## src/rtl/input_conditioner_if.sv

```systemverilog
// Signal bundle between the raw button/switch inputs and their conditioned outputs.
// All outputs are level or single-cycle strobe signals; there is no backpressure.
interface input_conditioner_if;
   logic       button_raw;
   logic [2:0] switch_raw;
   logic       button_level;
   logic       press_pulse;
   logic       release_pulse;
   logic       long_press_pulse;
   logic [2:0] switch_stable;
   logic       switch_change_pulse;
   logic [1:0] btn_state;

   modport master (
      output button_raw,
      output switch_raw,
      input  button_level,
      input  press_pulse,
      input  release_pulse,
      input  long_press_pulse,
      input  switch_stable,
      input  switch_change_pulse,
      input  btn_state
   );

   modport slave (
      input  button_raw,
      input  switch_raw,
      output button_level,
      output press_pulse,
      output release_pulse,
      output long_press_pulse,
      output switch_stable,
      output switch_change_pulse,
      output btn_state
   );
endinterface

```

## src/rtl/input_conditioner.sv

```systemverilog
// Synchronizes and debounces a push-button (with press/release/long-press strobes)
// and a 3-bit slide switch bank; the two paths are fully independent.
module input_conditioner #(
   parameter logic [31:0] DEBOUNCE_CYCLES   = 32'd1000000,
   parameter logic [31:0] LONG_PRESS_CYCLES = 32'd100000000
) (
   input logic                clk,
   input logic                rst_n,
   input_conditioner_if.slave bus
);

   typedef enum logic [1:0] {
      IDLE         = 2'd0,
      PRESS_WAIT   = 2'd1,
      PRESSED      = 2'd2,
      RELEASE_WAIT = 2'd3
   } btn_state_e;

   localparam logic [31:0] DEB_LAST  = DEBOUNCE_CYCLES - 32'd1;
   localparam logic [31:0] LONG_LAST = LONG_PRESS_CYCLES - 32'd1;

   logic       btn_meta_q;
   logic       btn_s_q;
   logic [2:0] sw_meta_q;
   logic [2:0] sw_s_q;
   logic [2:0] sw_prev_q;

   always_ff @(posedge clk or negedge rst_n) begin
      if (!rst_n) begin
         btn_meta_q <= 1'b0;
         btn_s_q    <= 1'b0;
         sw_meta_q  <= 3'b000;
         sw_s_q     <= 3'b000;
         sw_prev_q  <= 3'b000;
      end else begin
         btn_meta_q <= bus.button_raw;
         btn_s_q    <= btn_meta_q;
         sw_meta_q  <= bus.switch_raw;
         sw_s_q     <= sw_meta_q;
         sw_prev_q  <= sw_s_q;
      end
   end

   btn_state_e  state_q;
   logic [31:0] deb_cnt_q;
   logic [31:0] hold_cnt_q;
   logic        level_q;
   logic        press_q;
   logic        release_q;
   logic        long_q;

   always_ff @(posedge clk or negedge rst_n) begin
      if (!rst_n) begin
         state_q    <= IDLE;
         deb_cnt_q  <= 32'd0;
         hold_cnt_q <= 32'd0;
         level_q    <= 1'b0;
         press_q    <= 1'b0;
         release_q  <= 1'b0;
         long_q     <= 1'b0;
      end else begin
         press_q   <= 1'b0;
         release_q <= 1'b0;
         long_q    <= 1'b0;
         case (state_q)
            IDLE: begin
               if (btn_s_q) begin
                  state_q   <= PRESS_WAIT;
                  deb_cnt_q <= 32'd0;
               end
            end
            PRESS_WAIT: begin
               if (!btn_s_q) begin
                  state_q   <= IDLE;
                  deb_cnt_q <= 32'd0;
               end else if (deb_cnt_q == DEB_LAST) begin
                  state_q    <= PRESSED;
                  deb_cnt_q  <= 32'd0;
                  hold_cnt_q <= 32'd0;
                  level_q    <= 1'b1;
                  press_q    <= 1'b1;
               end else begin
                  deb_cnt_q <= deb_cnt_q + 32'd1;
               end
            end
            PRESSED: begin
               if (!btn_s_q) begin
                  state_q   <= RELEASE_WAIT;
                  deb_cnt_q <= 32'd0;
               end else if (hold_cnt_q != LONG_PRESS_CYCLES) begin
                  // Saturation at the limit guarantees a single long-press strobe.
                  hold_cnt_q <= hold_cnt_q + 32'd1;
                  if (hold_cnt_q == LONG_LAST) begin
                     long_q <= 1'b1;
                  end
               end
            end
            RELEASE_WAIT: begin
               if (btn_s_q) begin
                  // Release glitch: resume the press with hold timing intact.
                  state_q <= PRESSED;
               end else if (deb_cnt_q == DEB_LAST) begin
                  state_q   <= IDLE;
                  deb_cnt_q <= 32'd0;
                  level_q   <= 1'b0;
                  release_q <= 1'b1;
               end else begin
                  deb_cnt_q <= deb_cnt_q + 32'd1;
               end
            end
            default: begin
               state_q   <= IDLE;
               deb_cnt_q <= 32'd0;
            end
         endcase
      end
   end

   logic [31:0] sw_cnt_d, sw_cnt_q;
   logic [2:0]  sw_stable_d, sw_stable_q;
   logic        sw_pulse_d, sw_pulse_q;

   always_comb begin
      sw_cnt_d    = sw_cnt_q;
      sw_stable_d = sw_stable_q;
      sw_pulse_d  = 1'b0;
      if (sw_s_q == sw_stable_q) begin
         sw_cnt_d = 32'd0;
      end else if (sw_s_q != sw_prev_q) begin
         // New candidate value: restart the stability count.
         sw_cnt_d = 32'd0;
      end else if (sw_cnt_q == DEB_LAST) begin
         sw_cnt_d    = 32'd0;
         sw_stable_d = sw_s_q;
         sw_pulse_d  = 1'b1;
      end else begin
         sw_cnt_d = sw_cnt_q + 32'd1;
      end
   end

   always_ff @(posedge clk or negedge rst_n) begin
      if (!rst_n) begin
         sw_cnt_q    <= 32'd0;
         sw_stable_q <= 3'b000;
         sw_pulse_q  <= 1'b0;
      end else begin
         sw_cnt_q    <= sw_cnt_d;
         sw_stable_q <= sw_stable_d;
         sw_pulse_q  <= sw_pulse_d;
      end
   end

   assign bus.button_level        = level_q;
   assign bus.press_pulse         = press_q;
   assign bus.release_pulse       = release_q;
   assign bus.long_press_pulse    = long_q;
   assign bus.switch_stable       = sw_stable_q;
   assign bus.switch_change_pulse = sw_pulse_q;
   assign bus.btn_state           = state_q;

endmodule

```

## src/flat_wrapper.sv

```systemverilog
// flat-port wrapper written by rule: the top's interface ports become plain ports
module input_conditioner_flat 
#(
   parameter logic [31:0] DEBOUNCE_CYCLES   = 32'd1000000,
   parameter logic [31:0] LONG_PRESS_CYCLES = 32'd100000000
)
  (clk, rst_n, bus_button_raw, bus_switch_raw, bus_button_level, bus_press_pulse, bus_release_pulse, bus_long_press_pulse, bus_switch_stable, bus_switch_change_pulse, bus_btn_state);
  input_conditioner_if bus_i ();
  input logic clk;
  input logic rst_n;
  input wire logic [$bits(bus_i.button_raw)-1:0] bus_button_raw;
  input wire logic [$bits(bus_i.switch_raw)-1:0] bus_switch_raw;
  output wire logic [$bits(bus_i.button_level)-1:0] bus_button_level;
  output wire logic [$bits(bus_i.press_pulse)-1:0] bus_press_pulse;
  output wire logic [$bits(bus_i.release_pulse)-1:0] bus_release_pulse;
  output wire logic [$bits(bus_i.long_press_pulse)-1:0] bus_long_press_pulse;
  output wire logic [$bits(bus_i.switch_stable)-1:0] bus_switch_stable;
  output wire logic [$bits(bus_i.switch_change_pulse)-1:0] bus_switch_change_pulse;
  output wire logic [$bits(bus_i.btn_state)-1:0] bus_btn_state;
  assign bus_i.button_raw = bus_button_raw;
  assign bus_i.switch_raw = bus_switch_raw;
  assign bus_button_level = bus_i.button_level;
  assign bus_press_pulse = bus_i.press_pulse;
  assign bus_release_pulse = bus_i.release_pulse;
  assign bus_long_press_pulse = bus_i.long_press_pulse;
  assign bus_switch_stable = bus_i.switch_stable;
  assign bus_switch_change_pulse = bus_i.switch_change_pulse;
  assign bus_btn_state = bus_i.btn_state;
  input_conditioner #(.DEBOUNCE_CYCLES(DEBOUNCE_CYCLES), .LONG_PRESS_CYCLES(LONG_PRESS_CYCLES)) u_core (.clk(clk), .rst_n(rst_n), .bus(bus_i));
endmodule
```

## config.mk

```make
export PLATFORM = sky130hd
export DESIGN_NAME = input_conditioner_flat
export DESIGN_NICKNAME = d
export VERILOG_FILES = /design/src/rtl/input_conditioner_if.sv /design/src/rtl/input_conditioner.sv /design/src/flat_wrapper.sv
export SDC_FILE = /design/constraint.sdc
export NUM_CORES = 1
export LEC_CHECK = 0
export ABC_AREA = 1
export ABC_CLOCK_PERIOD_IN_PS = 2200
export BUFFER_PORTS_ARGS = -buffer_cell sky130_fd_sc_hd__clkbuf_2
export CAP_MARGIN = 10
export CORE_MARGIN = 1.5
export CORE_UTILIZATION = 25
export DETAILED_ROUTE_END_ITERATION = 10
export PLACE_DENSITY = 0.35
export SLEW_MARGIN = 20
export SYNTH_ARGS = -nofsm -noshare
export SYNTH_HDL_FRONTEND = slang
export SYNTH_SLANG_ARGS = --single-unit
```

## constraint.sdc

```tcl
create_clock -name clk -period 2.2 [get_ports clk]
set_input_delay 0.22 -clock clk [delete_from_list [all_inputs] [get_ports clk]]
set_output_delay 0.22 -clock clk [all_outputs]
set_load 0.005 [all_outputs]
```

==> qor_table.md <==
| Group | Result | This run |
| --- | --- | --- |
| synthesis | Number of warning messages in the yosys log | 0 |
| final layout | Post-synthesis to final-layout area growth | 18.9% |
| grt | Total congestion overflow | 0 |
| route | Final Routed Wirelength | 21.9 mm |
| final layout | Share of final-layout standard cells stronger than drive strength 1 | 0.0864 |
| run | Max cap viols | 0 |
| route | Vias per cell | 4.47 |
| timing | Skew final | 0.0122 ns |
| worst setup path | Path type of the worst setup path | flop to flop |
| synthesis | Sequential share of the synthesized area | 0.408 |
| placed design | Cells after DPL | 1465 |
| worst setup path | FF-to-FF setup slack | 0.28 ns |
| clocking | Root buffer selected by CTS | sky130_fd_sc_hd__clkbuf_16 |
| final layout | Most common library cell in the layout ignoring fill and taps | sky130_fd_sc_hd__nand2_1 |
| worst setup path | Capture point of the worst reg-to-reg path | u_core.deb_cnt_q[24]$_DFFE_PN0P_ |
| route | Number of search-and-repair iterations in the first detailed-routing pass | 5 |
| timing | Final critical-path share of the clock period | 0.873 |
| grt | Met2 global-route usage | 0.255 |
| final layout | Number of nets in the final layout | 1121 |
| route | Total number of vias | 6710 |
| timing | Worst slew slack as a fraction of its limit | 0.623 |
| floorplan | Starting Density | 0.256 |
| hold path | Type of the most critical hold path | primary input to async pin |
| worst setup path | Worst reg2reg path depth | 9 |
| placed design | Final weighted congestion in routability-driven placement | 0.851 |
| power | Worst IR drop on VDD | 0.419 mV |
| timing | Final-layout worst hold slack | 0.343 ns |
| placed design | Post-Place Worst Slack | 0.230 ns |
| grt | GR Layer Usage met3 | 0.0261 |
| worst setup path | Delay-heaviest family, CP | simple AND/OR/NAND/NOR gates |
| timing | Unrepaired setup endpoints after global routing | no |
| clocking | CTS tree | built |
| grt | Global route hottest layer | met2 |
| grt | First-pass GRT wire length | 36.2 mm |
| synthesis | Synth area leader | sky130_fd_sc_hd__dfrtp_1 |
| power | Part of the power in registers | 0.426 |
| timing | Final Hold Violating Endpoints | 0 |
| grt | Largest net degree at the start of global routing | 53 |
| power | Logic pwr share | 0.032 |
| timing | Number of max-slew violations in the final report | 0 |
| synthesis | Number of distinct library cells after synthesis | 31 |
| synthesis | Largest cells by area after synthesis | sky130_fd_sc_hd__dfrtp_1, sky130_fd_sc_hd__nand2_1, sky130_fd_sc_hd__nor2_1, sky130_fd_sc_hd__nand3_1, sky130_fd_sc_hd__inv_1 |
| worst setup path | Critical path buffer and inverter count | 0 |
| synthesis | Fraction of post-synthesis cell area in the top cell type by area | 0.408 |
| final layout | Post-layout instance count excluding filler cells | 1501 |
| timing | Fmax | 520 MHz |
| placed design | # port buffers | 15 |
| grt | All-Layer GR Usage | 0.159 |
| route | DRC violation total after the first TritonRoute iteration | 299 |
| power | P_int | 0.00395 W |
| worst setup path | Critical-path top delay cell | sky130_fd_sc_hd__dfrtp_1 |
| worst setup path | CP dominant cell by count | sky130_fd_sc_hd__nand2_1 |
| timing | Final min period | 1.92 ns |
| synthesis | Synthesized cell area | 7180 um2 |
| clocking | Clock latency of the later-clocked register in the worst-skew pair | 0.42 ns |
| timing | Finish-stage setup viols | 0 |
| worst setup path | Start of the worst register-to-register path | u_core.deb_cnt_q[0]$_DFFE_PN0P_ |
| synthesis | #FFs+latches synth | 117 |
| route | Routed WL per cell | 14.6 um |
| final layout | Antenna Diode Count | 0 |
| clocking | Clock-pin slew of the registers on the worst-case setup and hold paths | 0.06 ns |
| clocking | Clock Path Buffers | 2 |
| clocking | Setup Buffers After CTS | 0 |
| floorplan | Core Box Area | 28000 um2 |
| power | Switching portion of total power | 0.228 |
| power | Static Leakage | 3.66 nW |
| timing | Final sum of negative setup slack | 0 ns |
| power | Cell area power density | 600 nW/um2 |
| floorplan | Die boundary height | 172 um |
| timing | Measured slew at the worst slew-check pin | 0.561 ns |
| worst setup path | Crit-path cells | ha_1 -> nand2_1 -> nor2_4 -> nand4_1 -> nor2_2 -> nand2_1 -> o21ai_1 -> nand2_1 -> nor2_1 |
| synthesis | Gate count of the mapped netlist | 1059 |
| worst setup path | Biggest fanout along the worst timing path | 5 |
| power | Clock power share | 0.542 |
| worst setup path | Critical Path Max Stage Delay | 0.38 ns |
| placed design | Dpl hpwl | 16.5 mm |
| route | Post-route DRC violation count | 0 |
| synthesis | Synthesized area divided by synthesized cell count | 6.78 um2 |
| floorplan | Site row count | 61 |
| worst setup path | Arrival time at the worst endpoint | 2.27 ns |
| outcome | Status | completed |
| route | Count of antenna-violating nets left after detailed routing | 0 |
| final layout | Post-layout util | 0.305 |
| floorplan | Die X-Extent | 172 um |
| grt | Initial antenna violation count | 0 |
| grt | Met1 Track Usage GR | 0.219 |
| timing | Final WS setup | 0.279 ns |
| clocking | Number of buffers created by CTS | 17 |
| synthesis | Post-Syn Nets | 1069 |
| power | Net Switching | 0.00117 W |
| floorplan | I/O pin count | 16 |
| worst setup path | Kind of start point of the critical path | flop |
| clocking | H-tree depth | 4 |
| worst setup path | Crit end category | flop |
| grt | Vias in the first global route | 6745 |
| final layout | Most frequent cells in the layout | sky130_fd_sc_hd__nand2_1, sky130_fd_sc_hd__nor2_1, sky130_fd_sc_hd__nand3_1, sky130_fd_sc_hd__dfrtp_1, sky130_fd_sc_hd__inv_1 |
| worst setup path | Required time at the worst-slack endpoint | 2.55 ns |
| clocking | Number of sinks on the clock net | 117 |
| floorplan | Die area | 29700 um2 |
[what timing repair did]
action / CTS / global route
gates resized for setup: 0 / 0
hold buffers: 5 / 0
endpoints found under the hold margin: 52 / 0
[cell usage after synthesis]
cell type / count
sky130_fd_sc_hd__nand2_1: 316
sky130_fd_sc_hd__nor2_1: 211
sky130_fd_sc_hd__nand3_1: 120
sky130_fd_sc_hd__dfrtp_1: 117
sky130_fd_sc_hd__inv_1: 110
sky130_fd_sc_hd__nor3_1: 45
sky130_fd_sc_hd__xor2_1: 31
sky130_fd_sc_hd__nand4_1: 26
sky130_fd_sc_hd__xnor2_1: 13
sky130_fd_sc_hd__buf_2: 10
sky130_fd_sc_hd__o21ai_0: 9
sky130_fd_sc_hd__nand2_2: 6
sky130_fd_sc_hd__buf_4: 4
sky130_fd_sc_hd__clkbuf_1: 4
sky130_fd_sc_hd__ha_1: 4
sky130_fd_sc_hd__nor4_1: 4
sky130_fd_sc_hd__a21oi_1: 3
sky130_fd_sc_hd__inv_2: 3
sky130_fd_sc_hd__nand3b_1: 3
sky130_fd_sc_hd__nor3_2: 3
sky130_fd_sc_hd__nor3b_1: 3
sky130_fd_sc_hd__buf_6: 2
sky130_fd_sc_hd__nor2_2: 2
sky130_fd_sc_hd__nor2_4: 2
sky130_fd_sc_hd__o21ai_1: 2
sky130_fd_sc_hd__a211oi_1: 1
sky130_fd_sc_hd__a31oi_1: 1
sky130_fd_sc_hd__clkinv_1: 1
sky130_fd_sc_hd__clkinv_4: 1
sky130_fd_sc_hd__nand4_4: 1
sky130_fd_sc_hd__nor3_4: 1
[worst reg2reg max path, stage by stage (launching register included)]
cell	delay [ns]
sky130_fd_sc_hd__dfrtp_1	0.38
sky130_fd_sc_hd__ha_1	0.18
sky130_fd_sc_hd__nand2_1	0.09
sky130_fd_sc_hd__nor2_4	0.18
sky130_fd_sc_hd__nand4_1	0.27
sky130_fd_sc_hd__nor2_2	0.31
sky130_fd_sc_hd__nand2_1	0.14
sky130_fd_sc_hd__o21ai_1	0.15
sky130_fd_sc_hd__nand2_1	0.06
sky130_fd_sc_hd__nor2_1	0.08
[cell type report]
class	instances	area (um2)
Clock inverter	10	105
Timing Repair Buffer	53	429
Inverter	115	437
Clock buffer	21	470
Multi-Input combinational cell	807	3700
Fill cell	3078	19500
Tap cell	378	473
Sequential cell	117	2930
[metrics by stage]
stage               power [W]  cell area, um2
finish                0.00512            8540
detailed placement    0.00238            7910
floorplan             0.00228            7180
global route          0.00532            8540
global placement      0.00239            7910
CTS                   0.00522            8540
[per-layer routing]
metal	wire length, um	vias up	part of all wire
met1	11200	3166	0.51
met2	9890	76	0.45
met5	0	-	0
met3	542	19	0.025
met4	249	0	0.011
li1	-	3449	-
[power by group through the flow]
stage / registers, W / clock network, W / logic (W)
floorplan: 0.00222 / 0 / 0.0000640
global placement: 0.00222 / 0 / 0.000167
detailed placement: 0.00222 / 0 / 0.000165
CTS: 0.00218 / 0.00287 / 0.000174
global route: 0.00218 / 0.00295 / 0.000189
finish: 0.00218 / 0.00278 / 0.000163
[registers in the layout, indices dropped and copies added (netlist names), 3 cells and up, named ones only]
signal and count:
u_core.sw_s_q 3, u_core.sw_prev_q 3, u_core.bus.switch_stable 3, u_core.deb_cnt_q 32, u_core.sw_cnt_q 32, u_core.sw_meta_q 3
u_core.hold_cnt_q 32
[how the worst max path moves through the flow]
stage                                           from                               end  slack, ns  cells past startpoint
global placement    u_core.deb_cnt_q[24]$_DFFE_PN0P_  u_core.deb_cnt_q[18]$_DFFE_PN0P_       0.22                     10
global route        u_core.deb_cnt_q[23]$_DFFE_PN0P_  u_core.deb_cnt_q[27]$_DFFE_PN0P_       0.07                     10
finish               u_core.deb_cnt_q[0]$_DFFE_PN0P_  u_core.deb_cnt_q[24]$_DFFE_PN0P_       0.28                      9
floorplan           u_core.hold_cnt_q[0]$_DFFE_PN0P_  u_core.hold_cnt_q[8]$_DFFE_PN0P_       0.53                     11
detailed placement  u_core.deb_cnt_q[23]$_DFFE_PN0P_  u_core.deb_cnt_q[20]$_DFFE_PN0P_       0.23                     10
CTS                 u_core.deb_cnt_q[24]$_DFFE_PN0P_  u_core.deb_cnt_q[20]$_DFFE_PN0P_       0.21                     10
[cell families (layout without fill, tap and decap cells)]
logic type,after synthesis,after routing,share of synthesized area
AOI/OAI and AO/OA,16,16,0.0117
xor gates and xnor gates,44,44,0.0537
adders and majority gates,4,4,0.00697
DFF,117,117,0.408
buffers and inverters,135,199,0.0772
and+or+nand+nor,743,743,0.443
Power figures use the tool's default switching activity.
